==> src/rtl/oclib_prbs.sv <==
`default_nettype none
// ============================================================================
// Module   : oclib_prbs
// Purpose  : PRBS generator and self-synchronising checker with a runtime
//            selectable polynomial (PRBS7/15/23/31), valid/ready output
//            handshake, HUNT/LOCKED lock tracking and a saturating error count.
// Revision : 1.0 - initial release
// ----------------------------------------------------------------------------
// Ports
//   clock          : sole clock, rising edge
//   reset_n        : asynchronous active-low reset
//   mode[1:0]      : 0=PRBS7 1=PRBS15 2=PRBS23 3=PRBS31
//   gen_enable     : permits generation of new beats
//   gen_inject     : flips bit 0 of the beat loaded this cycle
//   gen_data       : generated beat, bit 0 earliest in time
//   gen_valid      : gen_data holds a beat
//   gen_ready      : consumer accepts gen_data
//   chk_data       : received beat to check
//   chk_valid      : chk_data holds a beat (no backpressure)
//   chk_clear      : zeroes chk_err_count
//   chk_locked     : checker is locked to the received sequence
//   chk_err_pulse  : one-cycle pulse per erroneous beat while locked
//   chk_err_count  : saturating count of bit errors seen while locked
// ============================================================================
module oclib_prbs #(
    parameter int WIDTH           = 32,
    parameter int LOCK_COUNT      = 8,
    parameter int UNLOCK_COUNT    = 4,
    parameter int ERR_COUNT_WIDTH = 32
) (
    input  logic                       clock,
    input  logic                       reset_n,
    input  logic [1:0]                 mode,
    input  logic                       gen_enable,
    input  logic                       gen_inject,
    output logic [WIDTH-1:0]           gen_data,
    output logic                       gen_valid,
    input  logic                       gen_ready,
    input  logic [WIDTH-1:0]           chk_data,
    input  logic                       chk_valid,
    input  logic                       chk_clear,
    output logic                       chk_locked,
    output logic                       chk_err_pulse,
    output logic [ERR_COUNT_WIDTH-1:0] chk_err_count
);

    localparam int POP_W = $clog2(WIDTH + 1);
    localparam int SUM_W = ((ERR_COUNT_WIDTH > POP_W) ? ERR_COUNT_WIDTH : POP_W) + 1;
    localparam int RUN_W = $clog2(LOCK_COUNT + 1);
    localparam int BAD_W = $clog2(UNLOCK_COUNT + 1);

    localparam logic [RUN_W-1:0]           RUN_LAST = RUN_W'(LOCK_COUNT - 1);
    localparam logic [BAD_W-1:0]           BAD_LAST = BAD_W'(UNLOCK_COUNT - 1);
    localparam logic [ERR_COUNT_WIDTH-1:0] CNT_MAX  = '1;

    typedef enum logic [0:0] {
        ST_HUNT   = 1'b0,
        ST_LOCKED = 1'b1
    } state_e;

    // ------------------------------------------------------------------
    // Registers
    // ------------------------------------------------------------------
    logic [1:0]                 mode_q;
    logic [30:0]                gen_state_q, gen_state_d;
    logic [WIDTH-1:0]           gen_data_q, gen_data_d;
    logic                       gen_valid_q, gen_valid_d;
    logic [30:0]                chk_hist_q, chk_hist_d;
    state_e                     state_q, state_d;
    logic [RUN_W-1:0]           run_q, run_d;
    logic [BAD_W-1:0]           bad_q, bad_d;
    logic [ERR_COUNT_WIDTH-1:0] cnt_q, cnt_d;
    logic                       pulse_q, pulse_d;

    // ------------------------------------------------------------------
    // Combinational helpers
    // ------------------------------------------------------------------
    logic [4:0]                 tap_hi;     // n-1
    logic [4:0]                 tap_lo;     // m-1
    logic                       mode_chg;
    logic                       gen_load;
    logic [30:0]                gen_lfsr;
    logic                       gen_fb;
    logic [WIDTH-1:0]           gen_beat;
    logic [30:0]                chk_hist;
    logic                       chk_pred;
    logic [WIDTH-1:0]           chk_err;
    logic [POP_W-1:0]           chk_pop;
    logic [SUM_W-1:0]           cnt_sum;
    logic [ERR_COUNT_WIDTH-1:0] cnt_sat;
    logic                       beat_clean;
    logic                       beat_nonzero;

    assign mode_chg = (mode != mode_q);
    assign gen_load = gen_enable && (!gen_valid_q || gen_ready);

    // Taps always follow the live mode input so that a load on the same
    // edge as a mode change already runs the new polynomial.
    always_comb begin
        tap_hi = 5'd6;
        tap_lo = 5'd5;
        case (mode)
            2'd0:    begin tap_hi = 5'd6;  tap_lo = 5'd5;  end
            2'd1:    begin tap_hi = 5'd14; tap_lo = 5'd13; end
            2'd2:    begin tap_hi = 5'd22; tap_lo = 5'd17; end
            default: begin tap_hi = 5'd30; tap_lo = 5'd27; end
        endcase
    end

    // ------------------------------------------------------------------
    // Generator: advance WIDTH bits from the (possibly reseeded) state
    // ------------------------------------------------------------------
    always_comb begin
        gen_lfsr = mode_chg ? '1 : gen_state_q;
        gen_fb   = 1'b0;
        gen_beat = '0;
        for (int i = 0; i < WIDTH; i++) begin
            gen_fb      = gen_lfsr[tap_hi] ^ gen_lfsr[tap_lo];
            gen_beat[i] = gen_fb;
            gen_lfsr    = {gen_lfsr[29:0], gen_fb};
        end
    end

    always_comb begin
        gen_state_d = mode_chg ? '1 : gen_state_q;
        gen_data_d  = gen_data_q;
        gen_valid_d = gen_valid_q;
        if (gen_load) begin
            gen_state_d   = gen_lfsr;
            gen_data_d    = gen_beat;
            // Injection touches only the output copy; the state stays clean.
            gen_data_d[0] = gen_beat[0] ^ gen_inject;
            gen_valid_d   = 1'b1;
        end else if (gen_ready && !gen_enable) begin
            gen_valid_d   = 1'b0;
        end
    end

    // ------------------------------------------------------------------
    // Checker: predict each bit from the received history, which already
    // contains the earlier bits of the same beat.
    // ------------------------------------------------------------------
    always_comb begin
        chk_hist = chk_hist_q;
        chk_pred = 1'b0;
        chk_err  = '0;
        for (int i = 0; i < WIDTH; i++) begin
            chk_pred   = chk_hist[tap_hi] ^ chk_hist[tap_lo];
            chk_err[i] = chk_pred ^ chk_data[i];
            chk_hist   = {chk_hist[29:0], chk_data[i]};
        end
    end

    always_comb begin
        chk_pop = '0;
        for (int i = 0; i < WIDTH; i++) begin
            chk_pop = chk_pop + POP_W'(chk_err[i]);
        end
    end

    assign chk_hist_d   = chk_valid ? chk_hist : chk_hist_q;
    assign beat_clean   = (chk_err == '0);
    assign beat_nonzero = |chk_data;
    assign cnt_sum      = SUM_W'(cnt_q) + SUM_W'(chk_pop);
    assign cnt_sat      = (cnt_sum > SUM_W'(CNT_MAX)) ? CNT_MAX : cnt_sum[ERR_COUNT_WIDTH-1:0];

    // ------------------------------------------------------------------
    // Lock FSM and error accounting
    // ------------------------------------------------------------------
    always_comb begin
        state_d = state_q;
        run_d   = run_q;
        bad_d   = bad_q;
        cnt_d   = cnt_q;
        pulse_d = 1'b0;
        if (mode_chg) begin
            // A new polynomial invalidates any lock; the error total survives.
            state_d = ST_HUNT;
            run_d   = '0;
            bad_d   = '0;
        end else if (chk_valid) begin
            case (state_q)
                ST_HUNT: begin
                    // An all-zero beat is "clean" against a zero history, so
                    // it must not count towards lock.
                    if (beat_clean && beat_nonzero) begin
                        if (run_q == RUN_LAST) begin
                            state_d = ST_LOCKED;
                            run_d   = '0;
                        end else begin
                            run_d   = run_q + RUN_W'(1);
                        end
                    end else begin
                        run_d = '0;
                    end
                end
                ST_LOCKED: begin
                    if (!beat_clean) begin
                        cnt_d   = cnt_sat;
                        pulse_d = 1'b1;
                        if (bad_q == BAD_LAST) begin
                            state_d = ST_HUNT;
                            bad_d   = '0;
                        end else begin
                            bad_d   = bad_q + BAD_W'(1);
                        end
                    end else begin
                        bad_d = '0;
                    end
                end
                default: state_d = ST_HUNT;
            endcase
        end
        if (chk_clear) begin
            cnt_d = '0;
        end
    end

    always_ff @(posedge clock or negedge reset_n) begin
        if (!reset_n) begin
            mode_q      <= 2'd0;
            gen_state_q <= '1;
            gen_data_q  <= '0;
            gen_valid_q <= 1'b0;
            chk_hist_q  <= '0;
            state_q     <= ST_HUNT;
            run_q       <= '0;
            bad_q       <= '0;
            cnt_q       <= '0;
            pulse_q     <= 1'b0;
        end else begin
            mode_q      <= mode;
            gen_state_q <= gen_state_d;
            gen_data_q  <= gen_data_d;
            gen_valid_q <= gen_valid_d;
            chk_hist_q  <= chk_hist_d;
            state_q     <= state_d;
            run_q       <= run_d;
            bad_q       <= bad_d;
            cnt_q       <= cnt_d;
            pulse_q     <= pulse_d;
        end
    end

    assign gen_data      = gen_data_q;
    assign gen_valid     = gen_valid_q;
    assign chk_locked    = (state_q == ST_LOCKED);
    assign chk_err_pulse = pulse_q;
    assign chk_err_count = cnt_q;

endmodule
`default_nettype wire

==> config.mk <==
export PLATFORM = sky130hd
export DESIGN_NAME = oclib_prbs
export DESIGN_NICKNAME = d
export VERILOG_FILES = /design/src/rtl/oclib_prbs.sv
export SDC_FILE = /design/constraint.sdc
export NUM_CORES = 1
export LEC_CHECK = 0
export BUFFER_PORTS_ARGS = -buffer_cell sky130_fd_sc_hd__buf_2
export CAP_MARGIN = 10
export CORE_ASPECT_RATIO = 2
export CORE_MARGIN = 2
export CORE_UTILIZATION = 66
export CTS_CLUSTER_DIAMETER = 50
export DETAILED_ROUTE_END_ITERATION = 12
export MAX_ROUTING_LAYER = met4
export PLACE_DENSITY = 0.93
export SLEW_MARGIN = 5
export SYNTH_ARGS = -nofsm -noshare
export SYNTH_HDL_FRONTEND = slang
export SYNTH_SLANG_ARGS = --single-unit
==> constraint.sdc <==
create_clock -name clock -period 16.47 [get_ports clock]
set_clock_uncertainty 0.05 [all_clocks]
set_input_delay 2.4705 -clock clock [delete_from_list [all_inputs] [get_ports clock]]
set_output_delay 2.4705 -clock clock [all_outputs]
set_load 0.1 [all_outputs]
---- Word-level counts from Yosys, hierarchy flattened ----
Index checks and enable logic that the tools add are counted.
word-level totals
  register bits after elaboration ......... 138
  bits of input ports ..................... 41
  output and inout port bits .............. 67
operators by class
  bitwise logic cells ..................... 98
  eq/ne operators ......................... 8
  $add $sub $neg .......................... 34
  reductions and logical operators ........ 17
  mux-type cells .......................... 289
  order comparisons ....................... 3
operator list
  kind                    count
  $bmux W1 S5             128
  $mux W32                6
  $add A6 B1 Y6           26
  $mux W1                 140
  $xor A1 B1 Y1           97
  $mux W31                2
  $add A32 B6 Y33         1
  $gt A33 B32 Y1 const B  1
  $logic_not A32 Y1       1
  $reduce_or A32 Y1       1
  $pmux W5 S3             2
  $mux W4                 5
  $mux W3                 5
  $lt A5 B6 Y1 const B    2
  $reduce_bool A2 Y1      5
  $add A5 B1 Y6           1
  $add A4 B1 Y5           1
  $add A3 B1 Y4           1
  $add A4 B1 Y4 const B   1
  $eq A4 B3 Y1 const B    1
  $ne A2 B2 Y1 const B    2
  $reduce_and A2 Y1       2
  $reduce_and A4 Y1       1
  $add A2 B1 Y3           1
  13 further kinds        16

---- Longest topological paths before layout ----
  depth after elaboration ................. 99
  depth in mapped cells ................... 29
  gate-level depth less buffers ........... 25

---- Least setup slack after synthesis ----
Ideal clock, no wire load.
  kind .................................... input -> register
  start point ............................. input port mode[0]
  end point ............................... register cnt_q[29], in the netlist chk_err_count[29]
  slack ................................... 6.944 ns
  data required time ...................... 16.320 ns
  arrival time ............................ 9.376 ns
  stages on the path ...................... 27
  cells stage by stage .................... buf_6 buf_12 buf_8 buf_4 mux4_2 xnor2_1 fa_1 fa_1 fa_1 fa_1 fa_1 fa_1 fa_1 inv_1 fa_1 nor2b_1 o21ai_0 a21boi_0 o21a_1 o21ai_0 a21oi_1 nand3_1 or3_1 clkbuf_1 o31ai_1 a21oi_1 a311oi_1
between the ends
  cells in the longest elaborated chain, start to end .. 45
  elaborated cells between the ends (all ways) .. 241
  those cells by class .................... add/sub (32); order compare (1); eq/ne (5); mux (136); bitwise (64); reduce/logical (3)
ends and longest elaborated chain
  item                                        line  text
  start, declared                             33    input logic [1:0] mode,
  $eq A2 B2 Y1, or another cell as far along  102   case (mode)
  $pmux W5 S3                                 102
  $bmux W1 S5                                 148   chk_pred = chk_hist[tap_hi] ^ chk_hist[tap_lo];
  $mux W1 (implied by the code)               148
  $xor A1 B1 Y1                               148
  $xor A1 B1 Y1                               149   chk_err[i] = chk_pred ^ chk_data[i];
  $add A1 B1 Y2                               157   chk_pop = chk_pop + POP_W'(chk_err[i]);
  $add A2 B1 Y3                               157
  [29 not listed]                             --
  $add A32 B6 Y33                             164   assign cnt_sum = SUM_W'(cnt_q) + SUM_W'(chk_pop);
  $gt A33 B32 Y1                              165   assign cnt_sat = (cnt_sum > SUM_W'(CNT_MAX)) ? CNT_MAX : cnt_sum[ERR_COUNT_WIDTH-1:0];
  $mux W32                                    165
  $mux W32                                    198   if (!beat_clean) begin
  $mux W32                                    182   case (state_q)
  $mux W32                                    181   end else if (chk_valid) begin
  $mux W32                                    176   if (mode_chg) begin
  $mux W32                                    214   if (chk_clear) begin
  end signal, assigned                        240   cnt_q <= cnt_d;
  end, declared                               72    logic [ERR_COUNT_WIDTH-1:0] cnt_q, cnt_d;
Parallel ways exist; a longest one is shown, timed or not. The select of a mux whose other input is x is not followed.
A chain may end at the register's enable or synchronous reset.

---- Worst setup path in the final report ----
  start point ............................. input port mode[0]
  end point ............................... register cnt_q[11], in the netlist chk_err_count[11]
The elaborated chain is that of the path after synthesis.

==> impl_metrics.tcl <==
set metrics [dict create \
    status "finished clean" \
    chipWidth_um 99.74 \
    power_density_nw_per_um2 206.0 \
    io_buffers 107 \
    cts_resized 0 \
    hold_buffers 0 \
    die-area_um2 19500 \
    synth_async_sr_flop_share 1.000 \
    overflow 0 \
    syn_inst 1228 \
    hp-class "flop to flop" \
    fin_crit_sh 0.6640 \
    io_pins 108 \
    netlist.area_leader.share 0.2213 \
    dp_hpwl_um 31560 \
    cts_tree "built" \
    max_freq_ghz 0.09144 \
    slew_viol_final 0 \
    finalHoldViolations 0 \
    max-vdd-ir-drop_mv 0.5141 \
    fin_nets 1366 \
    grtUsageTotal 0.4617 \
    cts-root-buf "clkbuf_16" \
    drc 0 \
    synth_nets 1312 \
    pwr-share-clk 0.144 \
    drt_iter0_markers 898 \
    clk_latency_ns 0.42 \
    p_switching_mw 1.308 \
    viasPerCell 7.353 \
    synth.area.top_cells "dfrtp_1 22%, mux4_2 12%, xnor2_1 6.8%" \
    cp.required_ns 16.74 \
    syn_area_um2 12100 \
    drive_gt1_frac 0.2656 \
    ys_seq_area_frac 0.2887 \
    synth_edf_count 0 \
    synth_seq_cells 138 \
    drt_wl_total_um 42690 \
    htree_levels 4 \
    post_cts_buffers 0 \
    grt_pass1_vias 11330 \
    slowest_stage "buf_4" \
    setup-tns-final_ns 0 \
    path_clk_slew_ns 0.07 \
    synth_top_area_cell "dfrtp_1" \
    syn2layout_area_growth_pct 8.408 \
    crit_fanout 60 \
    r2r_start "chk_hist_q[4]" \
    slowest_delay_ns 0.70 \
    vias 11110 \
    power.internal_mw 1.394 \
    synth_warnings 0 \
    ctsLongestPathBuffers 2 \
    p_sw_frac 0.4839 \
    detail-route-antenna-nets 0 \
    post-route-min-period_ns 10.94 \
    seqPwrFrac 0.167 \
    cts_sinks 138 \
    gp_congestion 1.141 \
    relSlewSlack 0.2901 \
    ys_top_cells_by_count "107 x dfrtp_1, 107 x nor2_1, 100 x nand2_1" \
    wl_per_cell_um 28.25 \
    dr.pass1.iters 8 \
    start_util 0.6673 \
    crit_top_cell "fa_1" \
    r2r_cells 23 \
    worst_setup_path_end_kind "flop" \
    dpl.cell_count 1479 \
    p_leak_nw 5.211 \
    whs_endpoint "gen_data[2]" \
    worst_setup_path_start_kind "input port" \
    row_count 70 \
    synth-main-ff-cell "dfrtp_1" \
    grt_first_pass_wirelength_um 65380 \
    power_frac_comb 0.688 \
    diodes 0 \
    rsz0062_at_grt "no" \
    synth.avg_cell_area_um2 9.852 \
    worstPathArrival_ns 11.20 \
    tightest_slew_ns 1.065 \
    setup_viol 0 \
    hold_path_depth 2 \
    cts_buffers 17 \
    totalPowerFinal_mw 2.702 \
    r2r_setup_slack_ns 8.23 \
    maxCapViolCount 0 \
    gr-usage-met1 0.4363 \
    die_h_um 195.5 \
    grtUsageMet3 0.09091 \
    synth.distinct_cells 100 \
    reg2reg_to "chk_err_count[11]" \
    core_um2 18130 \
    critPathKind "input port to flop" \
    grt_max_degree 84 \
    antenna_found_initial 0 \
    top_usage_layer "met2" \
    hold_start "gen_data[2]" \
    use_met2 0.7653 \
    finalNonFillerCells 1511 \
]
registers in the layout, indices dropped and copies added, names as in the netlist:
signal         flops
bad_q              3
mode_q             2
gen_data          32
chk_err_pulse      1
chk_err_count     32
chk_locked         1
chk_hist_q        31
gen_state_q       31
run_q              4
gen_valid          1
logic make-up (layout without fill, tap and decap cells):
group,Yosys count,in the layout,share of synthesized area
xor gates and xnor gates,119,119,0.09649
adders and majority gates,43,43,0.06061
DFF,138,138,0.2887
muxes,110,110,0.1628
buffers and inverters,112,179,0.05140
AOI/OAI and AO/OA,305,305,0.1716
and+or+nand+nor,401,401,0.1685
power groups by stage:
stage                     Sequential [mW]  Combinational, mW  Clock (mW)
final                               0.452               1.86       0.390
after CTS                           0.446               1.86       0.394
after global routing                0.452               2.04       0.407
after detailed placement            0.451               1.85           0
after floorplan                     0.568               1.24           0
after global placement              0.450               1.77           0
critical path: cells and delay by family:
family	cells	cell delay [ns]
buffers and inverters	4	1.25
adders and majority gates	8	3.52
and+or+nand+nor	5	1.51
muxes	1	0.60
xor gates and xnor gates	2	0.47
AOI/OAI and AO/OA	6	1.29
routing by layer:
| metal | wire [um] | vias up |
|---|---|---|
| met5 | 0 | - |
| met4 | 5119 | 0 |
| met3 | 3278 | 337 |
| met2 | 21770 | 781 |
| met1 | 12520 | 5317 |
| li1 | - | 4676 |
stage by stage:
stage	cell area [um^2]	setup slack, ns	utilization	hold WS (ns)
global route	13120	4.852	0.7234	0.4569
CTS	13120	5.535	0.7234	0.4310
floorplan	12100	6.944	-	0.4038
detailed placement	12520	5.153	0.6908	0.4138
finish	13120	5.534	0.7234	0.4248
global placement	12520	5.359	0.6908	0.4075
cell type report:
cell class,instances,area [um^2]
repair buffers,127,700.7
clock inverters,14,162.7
inverters,20,75.07
flip-flops and latches,138,3492
multi-input cells,978,7985
clock buffers,18,429.2
fillers,1403,5015
well taps,216,270.3
cells in the final DEF, fill, tap and decap left out, types with 12 or more instances in the layout:
cell       instances
mux2_2            34
inv_1             18
xnor2_1           94
dfrtp_1          107
nand2_1          100
xor2_1            12
nor4_1            17
ha_1              17
o21ai_0           56
fa_1              26
buf_2            104
buf_4             21
a21oi_1           77
o21a_1            19
a211oi_1          17
or3_1             14
nor3_1            43
o22ai_1           17
dfstp_2           31
a31oi_1           16
mux4_2            66
nor2_1           107
clkbuf_16         17
nand3_1           25
how the worst max path moves through the flow:
stage                   endpoint  slack, ns  startpoint
2_1_floorplan  chk_err_count[29]       6.94     mode[0]
3_5_place_dp   chk_err_count[19]       5.15     mode[0]
5_1_grt        chk_err_count[17]       4.85     mode[0]
3_3_place_gp   chk_err_count[19]       5.36     mode[0]
6_report       chk_err_count[11]       5.53     mode[0]
4_1_cts        chk_err_count[11]       5.53     mode[0]
Note: power is estimated with default switching activity, not from simulation.
